[config.mk]
export PLATFORM = sky130hd
export DESIGN_NAME = cam_pixel_packer
export DESIGN_NICKNAME = d
export VERILOG_FILES = /design/src/rtl/cam_pixel_packer.sv
export SDC_FILE = /design/constraint.sdc
export NUM_CORES = 2
export LEC_CHECK = 0
export CORE_MARGIN = 8
export CORE_UTILIZATION = 45
export CTS_CLUSTER_DIAMETER = 150
export DETAILED_ROUTE_END_ITERATION = 8
export SETUP_SLACK_MARGIN = 0.4
export SLEW_MARGIN = 20
export SYNTH_ARGS = -nofsm -noshare
export SYNTH_HDL_FRONTEND = slang
export SYNTH_SLANG_ARGS = --single-unit
export TNS_END_PERCENT = 10
[constraint.sdc]
create_clock -name clk_in -period 7.65 [get_ports clk_in]
set_input_delay 1.53 -clock clk_in [delete_from_list [all_inputs] [get_ports clk_in]]
set_output_delay 1.53 -clock clk_in [all_outputs]
set_load 0.05 [all_outputs]
[src/rtl/cam_pixel_packer.sv]
// Packs an RGB565 pixel stream into 128-bit words (8 pixels per word) and
// streams them out through a first-word-fall-through FIFO.
// Malformed frames and overflows end with a zero TLAST flush word.
module cam_pixel_packer #(
    parameter int H_PIXELS   = 640,
    parameter int V_LINES    = 360,
    parameter int FIFO_DEPTH = 16
) (
    input  logic                          clk_in,
    input  logic                          rst_n_in,
    input  logic                          pixel_valid_in,
    input  logic [15:0]                   pixel_data_in,
    input  logic                          pixel_sof_in,
    output logic [127:0]                  m_axis_data,
    output logic                          m_axis_tlast,
    output logic                          m_axis_valid,
    input  logic                          m_axis_ready,
    output logic                          frame_done_out,
    output logic                          frame_drop_out,
    output logic [$clog2(FIFO_DEPTH):0]   fifo_count_out
);

    localparam int WORDS_PER_FRAME = H_PIXELS * V_LINES / 8;
    localparam int AW              = $clog2(FIFO_DEPTH);
    localparam int CNT_W           = AW + 1;
    localparam logic [11:0]      LAST_WORD = 12'(WORDS_PER_FRAME - 1);
    localparam logic [CNT_W-1:0] FULL_CNT  = CNT_W'(FIFO_DEPTH);

    typedef enum logic [1:0] {IDLE, PACK, FLUSH} state_t;

    // Reset asserts asynchronously but is released in step with clk_in.
    logic [1:0] r_rst_sync;
    logic       w_rst_n;

    // NOTE: sequential state is written with non-blocking assignments so every
    // flop samples its inputs as they were before the edge.
    always_ff @(posedge clk_in or negedge rst_n_in) begin
        if (!rst_n_in) r_rst_sync <= 2'b00;
        else           r_rst_sync <= {r_rst_sync[0], 1'b1};
    end
    assign w_rst_n = r_rst_sync[1];

    state_t           r_state, w_state_nxt;
    logic [2:0]       r_pix_idx, w_pix_idx_nxt;
    logic [11:0]      r_word_idx, w_word_idx_nxt;
    logic [111:0]     r_shift, w_shift_nxt;
    logic             r_done, w_done_nxt;
    logic             r_drop, w_drop_nxt;

    logic [128:0]     r_mem [FIFO_DEPTH];
    logic [AW-1:0]    r_wr_ptr, r_rd_ptr;
    logic [CNT_W-1:0] r_count;
    logic             w_full, w_empty, w_push, w_pop;
    logic [128:0]     w_push_word;

    assign w_full  = (r_count == FULL_CNT);
    assign w_empty = (r_count == '0);
    assign w_pop   = !w_empty && m_axis_ready;

    // NOTE: every variable assigned here gets a default first, so no path
    // leaves one unassigned and no latch is inferred.
    always_comb begin
        w_state_nxt    = r_state;
        w_pix_idx_nxt  = r_pix_idx;
        w_word_idx_nxt = r_word_idx;
        w_shift_nxt    = r_shift;
        w_push         = 1'b0;
        w_push_word    = {1'b0, pixel_data_in, r_shift};
        w_done_nxt     = 1'b0;
        w_drop_nxt     = 1'b0;
        case (r_state)
            IDLE: begin
                if (pixel_valid_in && pixel_sof_in) begin
                    w_shift_nxt    = {pixel_data_in, r_shift[111:16]};
                    w_pix_idx_nxt  = 3'd1;
                    w_word_idx_nxt = 12'd0;
                    w_state_nxt    = PACK;
                end
            end
            PACK: begin
                if (pixel_valid_in) begin
                    if (pixel_sof_in && (r_pix_idx != 3'd0 || r_word_idx != 12'd0)) begin
                        w_drop_nxt  = 1'b1;
                        w_state_nxt = FLUSH;
                    end else if (r_pix_idx == 3'd7) begin
                        // Full is judged on the registered count; a same-cycle pop does not help.
                        if (w_full) begin
                            w_drop_nxt  = 1'b1;
                            w_state_nxt = FLUSH;
                        end else begin
                            w_push           = 1'b1;
                            w_push_word[128] = (r_word_idx == LAST_WORD);
                            w_pix_idx_nxt    = 3'd0;
                            if (r_word_idx == LAST_WORD) begin
                                w_done_nxt  = 1'b1;
                                w_state_nxt = IDLE;
                            end else begin
                                w_word_idx_nxt = r_word_idx + 12'd1;
                            end
                        end
                    end else begin
                        w_shift_nxt   = {pixel_data_in, r_shift[111:16]};
                        w_pix_idx_nxt = r_pix_idx + 3'd1;
                    end
                end
            end
            FLUSH: begin
                if (!w_full) begin
                    w_push      = 1'b1;
                    w_push_word = {1'b1, 128'd0};
                    w_state_nxt = IDLE;
                end
            end
            default: w_state_nxt = IDLE;
        endcase
    end

    always_ff @(posedge clk_in or negedge w_rst_n) begin
        if (!w_rst_n) begin
            r_state    <= IDLE;
            r_pix_idx  <= 3'd0;
            r_word_idx <= 12'd0;
            r_shift    <= '0;
            r_done     <= 1'b0;
            r_drop     <= 1'b0;
        end else begin
            r_state    <= w_state_nxt;
            r_pix_idx  <= w_pix_idx_nxt;
            r_word_idx <= w_word_idx_nxt;
            r_shift    <= w_shift_nxt;
            r_done     <= w_done_nxt;
            r_drop     <= w_drop_nxt;
        end
    end

    // NOTE: the storage array has no reset; outputs are gated by the empty
    // flag so stale entries are never visible.
    always_ff @(posedge clk_in) begin
        if (w_push) r_mem[r_wr_ptr] <= w_push_word;
    end

    always_ff @(posedge clk_in or negedge w_rst_n) begin
        if (!w_rst_n) begin
            r_wr_ptr <= '0;
            r_rd_ptr <= '0;
            r_count  <= '0;
        end else begin
            if (w_push) r_wr_ptr <= r_wr_ptr + AW'(1);
            if (w_pop)  r_rd_ptr <= r_rd_ptr + AW'(1);
            case ({w_push, w_pop})
                2'b10:   r_count <= r_count + CNT_W'(1);
                2'b01:   r_count <= r_count - CNT_W'(1);
                default: r_count <= r_count;
            endcase
        end
    end

    assign m_axis_valid   = !w_empty;
    assign m_axis_data    = w_empty ? 128'd0 : r_mem[r_rd_ptr][127:0];
    assign m_axis_tlast   = w_empty ? 1'b0   : r_mem[r_rd_ptr][128];
    assign frame_done_out = r_done;
    assign frame_drop_out = r_drop;
    assign fifo_count_out = r_count;

endmodule

**Yosys cells after proc, flatten, opt, wreduce, memory -nomap -nowiden**

Memory sizes are Yosys's and may differ from the RTL's.
Cells that the tools add are included.

- Shift-type cells: 0
- Equal/unequal tests: 18
- Multipliers: 0
- Div/mod/pow operators: 0
- Reduce and logical (&&, ||, !) cells: 15
- Bitwise operators: 0
- Order comparisons: 0
- $add $sub $neg: 6
- Mux-type cells: 54

Operators by type and width:

| kind | number |
|---|---|
| 112-bit 2-to-1 mux | 4 |
| 128-bit 2-to-1 mux | 2 |
| 112-bit one-hot mux with 2 select lines | 1 |
| 129-bit 2-to-1 mux | 1 |
| 12-bit 2-to-1 mux | 6 |
| 12-bit one-hot mux with 2 select lines | 1 |
| 1-bit 2-to-1 mux | 22 |
| 2-bit inequality test, second input constant | 8 |
| 3-bit 2-to-1 mux | 5 |
| 5-bit AND reduction | 3 |
| 2-bit 2-to-1 mux | 7 |
| 12-bit by 1-bit adder with 12-bit output, second input constant | 1 |
| 12-bit by 7-bit equality test with 1-bit output, second input constant | 1 |
| 12-bit nonzero test | 1 |
| 5-bit one-hot mux with 2 select lines | 1 |
| 4-bit by 1-bit adder with 4-bit output, second input constant | 2 |
| 7-bit AND reduction | 1 |
| 3-bit inequality test, second input constant | 2 |
| 2-bit one-hot mux with 3 select lines | 1 |
| 3-bit one-hot mux with 2 select lines | 1 |
| 5-bit by 1-bit adder with 5-bit output, second input constant | 1 |
| 5-bit equality test, second input constant | 1 |
| 5-bit zero test | 1 |
| 5-bit by 1-bit subtractor with 5-bit output, second input constant | 1 |
| 12 further kinds | 18 |

- Memory bits (read-only): 0
- Memories kept: 1
- Bits in latches: 0
- Memory bits (writable): 2064
- Register bits: 146

Memory list:

| name | words | bits a word | rd ports | clocked after Yosys merged registers in | wr ports | line | text |
|---|---|---|---|---|---|---|---|
| r_mem | 16 | 129 | 1 | 0 | 1 | 50 | `logic [128:0] r_mem [FIFO_DEPTH];` |

**Longest topological paths before layout**

- Depth after elaboration: 8
- Mapped depth: 17
- Mapped depth without buffers: 14

**Worst setup path before layout**

No wires, ideal clock.

- Kind: input-to-reg
- From: input port pixel_valid_in
- To: memory r_mem[3][0], enable pin
- Required time: 6.875 ns
- Path buffers: 1
- Slack: -4.192 ns
- Stages on the path: 6
- Arrival time: 11.067 ns
- Path through: and3_1 -> o221ai_1 -> a31oi_1 -> clkbuf_1 -> nand2_1 -> nor3_1

- Cells in the longest elaborated chain, start to end: 4

RTL lines:

| what | line | text |
|---|---|---|
| start, declared | 11 | `input logic pixel_valid_in,` |
| 1-bit 2-to-1 mux | 81 | `if (pixel_valid_in) begin` |
| 1-bit one-hot mux with 2 select lines | 71 | `case (r_state)` |
| 1-bit 2-to-1 mux | 139 | `if (w_push) r_mem[r_wr_ptr] <= w_push_word;` |
| 1-bit 2-to-1 mux (not written as such) | 139 |  |
| end, declared | 50 |  |

Every way passes these cells.

**Worst setup path after layout**

- From: register r_rd_ptr[0]
- To: output port m_axis_data[86]

- Cells in the longest elaborated chain, start to end: 2

RTL lines:

| what | line | text |
|---|---|---|
| start, declared | 51 | `logic [AW-1:0] r_wr_ptr, r_rd_ptr;` |
| start signal, assigned | 149 | `if (w_pop) r_rd_ptr <= r_rd_ptr + AW'(1);` |
| memory read 16 x 129 bit | n/a |  |
| 128-bit 2-to-1 mux | 159 | `assign m_axis_data = w_empty ? 128'd0 : r_mem[r_rd_ptr][127:0];` |
| end, declared | 14 | `output logic [127:0] m_axis_data,` |

Every way passes these cells.

==> key figures <==
Clock network
  • CTS tree: done
  • Clk Tree Root Cell: clkbuf_16
  • Clock transition at the registers of the reported paths: 0.06 ns
  • Num CTS Buffers: 220
  • Sink Count: 2210
  • Clock H-tree levels: 4
  • Postcts setup bufs: 0
  • CTS Hold Bufs: 0
  • CTS max path bufs: 3
  • CTS resizes: 0
  • Clock latency at the later pin of the worst-skew pair: 0.84 ns

Floorplanning
  • Die footprint: 203600 sq um
  • Cell Rows: 159
  • Core area: 188000 sq um
  • Starting Density: 45.34%
  • Die height: 451.2 um
  • Die width: 451.2 um
  • I/O Pins: 158

Global routing
  • Most Crowded Layer GR: met2
  • Met3 usage: 2.918%
  • Vias in the first global route: 40350
  • Grt ovf: 0
  • Largest net degree at the start of global routing: 104
  • First-pass GRT wire length: 292.0 mm
  • Tot GR Track Use: 19.67%
  • GRT met1 Usage: 27.65%
  • Initial antenna violation count: 20
  • Met2 usage: 32.87%

STA
  • Clock Skew: 0.02725 ns
  • Timing-limited maximum frequency: 163.8 MHz
  • Tmin final: 6.107 ns
  • Final worst path period share: 79.82%
  • RSZ-0062 raised after global routing: false
  • Count of pins over their slew limit: 0
  • Setup Viol. Count Final: 0
  • Endpoints failing hold: 0
  • Tightest Pin Transition: 1.095 ns
  • Worst slew margin: 27.03%
  • Setup TNS: 0 ns

Logic synthesis
  • Synth area leader: edfxtp_1
  • Mapped cell area: 85240 sq um
  • Post-synth cell types: 51
  • Ys async rst share: 6.606%
  • Area fraction of the dominant cell type after synthesis: 72.71%
  • Sequential fraction of the synthesis area: 77.00%
  • Synth area leaders: edfxtp_1 73%, mux4_2 17%, dfrtp_1 4.3%
  • Post-synth top flop: edfxtp_1
  • Syn_area_per_cell: 23.59 sq um
  • Post-synth EDFFs: 2064
  • Cells after synthesis: 3614
  • Mapped Nets: 3652
  • Synth warn: 0
  • Flops & latches, synth: 2210

Power
  • Sw frac: 33.69%
  • Internal Power: 26.98 mW
  • Max IR drop VDD: 0.3061 mV
  • Switching pwr: 13.71 mW
  • Sequential Power Share: 40.1%
  • PwrDens: 418.8 nW/um^2
  • Pwr Total: 40.69 mW
  • Combinational Power Share: 34.5%
  • Clk pwr share: 25.4%
  • P_leak: 30.81 nW

Critical path
  • Type of origin of the critical path: register
  • Critical path's largest stage delay: 1.05 ns
  • Critical path depth: 6
  • Reg-to-Reg Start: r_state[1]
  • CP max stage cell: dfrtp_4
  • CP Capture Type: output pin
  • WP buf/inv: 3
  • WS Path Type: reg2out
  • FF-to-FF End: r_mem[11][75]
  • Critical Path Start: r_rd_ptr[0]
  • Flop2flop setup slack: 3.39 ns
  • Required time of the critical path: 6.12 ns
  • CP endpoint: m_axis_data[86]
  • Arr. time, crit path: 4.58 ns
  • Family with the most delay on the worst path: buffers and inverters
  • Path depth of the worst reg2reg path: 8
  • CP max FO: 39
  • Critical path, cell by cell: buf_12, buf_12, mux4_2, mux4_2, and2_1, clkdlybuf4s50_1

Cells and area
  • Cell Count, Final, Fillers Out: 6575
  • Filler instances: 14460
  • Nets: 3916
  • Multi-input gate area: 18780 sq um
  • Layout cells sized above 1: 27.21%
  • Reg area: 65650 sq um
  • P&R area growth vs syn: 14.01%

Detailed routing
  • Drt drc: 0
  • Total Wirelength: 202.4 mm
  • Drt wl/cell: 30.79 um
  • DRT iter0 DRCs: 3789
  • DRT Pass-1 Iters: 5
  • Via count: 38340
  • Vias per cell: 5.830
  • Antenna Nets Post-Route: 0

Placement
  • Placed Cells: 6151
  • Gpl congestion: 0.7185
  • HPWL after DPL: 102.6 mm
  • Port Buffers: 157

Run
  • Max-Cap Viols: 0

Hold path
  • HP Class: reg2async

Run status
  • Outcome: complete, no violations
==> synth_stat cells, types with 2 or more instances <==
library cell and number:
mux2i_1 3, xnor2_1 7, inv_1 14, o211ai_1 2, o21ai_0 14, or2_2 2, a41oi_1 2, buf_1 39
nand3_1 5, a21o_1 2, or4_1 2, nor2_1 10, and3_1 18, nor4b_1 2, mux2_2 36, buf_4 3
a21oi_1 9, nand2_1 27, buf_12 8, clkbuf_1 132, mux4_2 645, edfxtp_1 2064, dfrtp_1 146, buf_2 13
a31oi_1 13, xor2_1 5, ha_1 17, nand4_1 4, and4_1 2, and2_1 133, nor2b_1 132, nor3_1 3
mux2_1 80, a22o_1 2, o21a_1 2
==> per-stage QoR <==
step | cell area (sq um) | hold slack [ns] | utilization (%) | setup slack (ns)
floorplan | 85250 | 0.3312 | - | 1.758
global placement | 90190 | 0.3277 | 47.98 | 2.376
detailed placement | 90190 | 0.3282 | 47.98 | 2.362
CTS | 97130 | 0.3294 | 51.66 | 1.421
global route | 97160 | 0.3572 | 51.68 | 1.333
finish | 97180 | 0.3099 | 51.69 | 1.543
==> cell type report <==
cell class / count / area share, %
flip-flops and latches: 2210 / 67.56
well taps: 2495 / 3.212
repair buffers: 238 / 2.694
multi-input cells: 1194 / 19.33
inverters: 14 / 0.05408
clock inverters: 124 / 1.022
diodes: 8 / 0.02060
clock buffers: 292 / 6.112
==> worst min path at each step <==
stage	startpoint	end	slack (ns)	cells after the start
floorplan	r_rst_sync[0]	r_rst_sync[1]	0.33	0
global placement	r_rst_sync[1]	r_word_idx[2]	0.33	0
detailed placement	r_rst_sync[1]	r_word_idx[3]	0.33	0
CTS	r_rst_sync[1]	r_word_idx[3]	0.33	0
global route	r_rst_sync[1]	r_word_idx[5]	0.36	0
finish	r_rst_sync[1]	r_word_idx[2]	0.31	0
==> layer usage <==
layer  wire (um)  up-vias
met4        4305        2
met3       11040      237
met2      102000     1158
met5          13        -
met1       85080    21150
li1            -    15790
==> cell usage in the layout (no fill, tap or decap), types with 36 or more instances in the layout <==
cell                n
edfxtp_1         2064
mux4_2            645
clkbuf_16         223
clkdlybuf4s50_1   157
dfrtp_1           141
and2_1            133
nor2b_1           120
mux2_1             80
clkbuf_1           59
clkinv_1           52
buf_4              46
clkinv_2           42
mux2_2             36
==> power by group through the flow <==
stage	Clock [mW]	Combinational, mW	Sequential (mW)
final	10.3	14.0	16.3
after global routing	11.0	14.9	16.4
after CTS	10.5	14.4	16.3
after detailed placement	0	14.3	16.6
after global placement	0	14.2	16.6
after floorplan	0	10.1	15.9
==> cells by family (layout without fill, tap and decap cells) <==
group	Yosys count	after routing	share of synthesized area (%)
adder cells (fa/ha/maj)	17	17	0.2495
buffers and inverters	210	668	1.123
XOR/XNOR	12	12	0.1233
multiplexers	764	764	18.61
AND/OR/NAND/NOR	347	347	2.463
AO/OA/AOI/OAI	53	53	0.4272
other	1	9	0.004399
flip-flops	2210	2210	77.00
==> registers in the layout, indices dropped and copies added, names as in the netlist <==
| register | count |
|---|---|
| r_rd_ptr | 4 |
| r_state | 2 |
| r_shift | 112 |
| r_wr_ptr | 4 |
| frame_drop_out | 1 |
| frame_done_out | 1 |
| r_rst_sync | 2 |
| r_pix_idx | 3 |
| fifo_count_out | 5 |
| r_mem | 2064 |
| r_word_idx | 12 |
No activity file was read; power rests on OpenSTA's default activity.
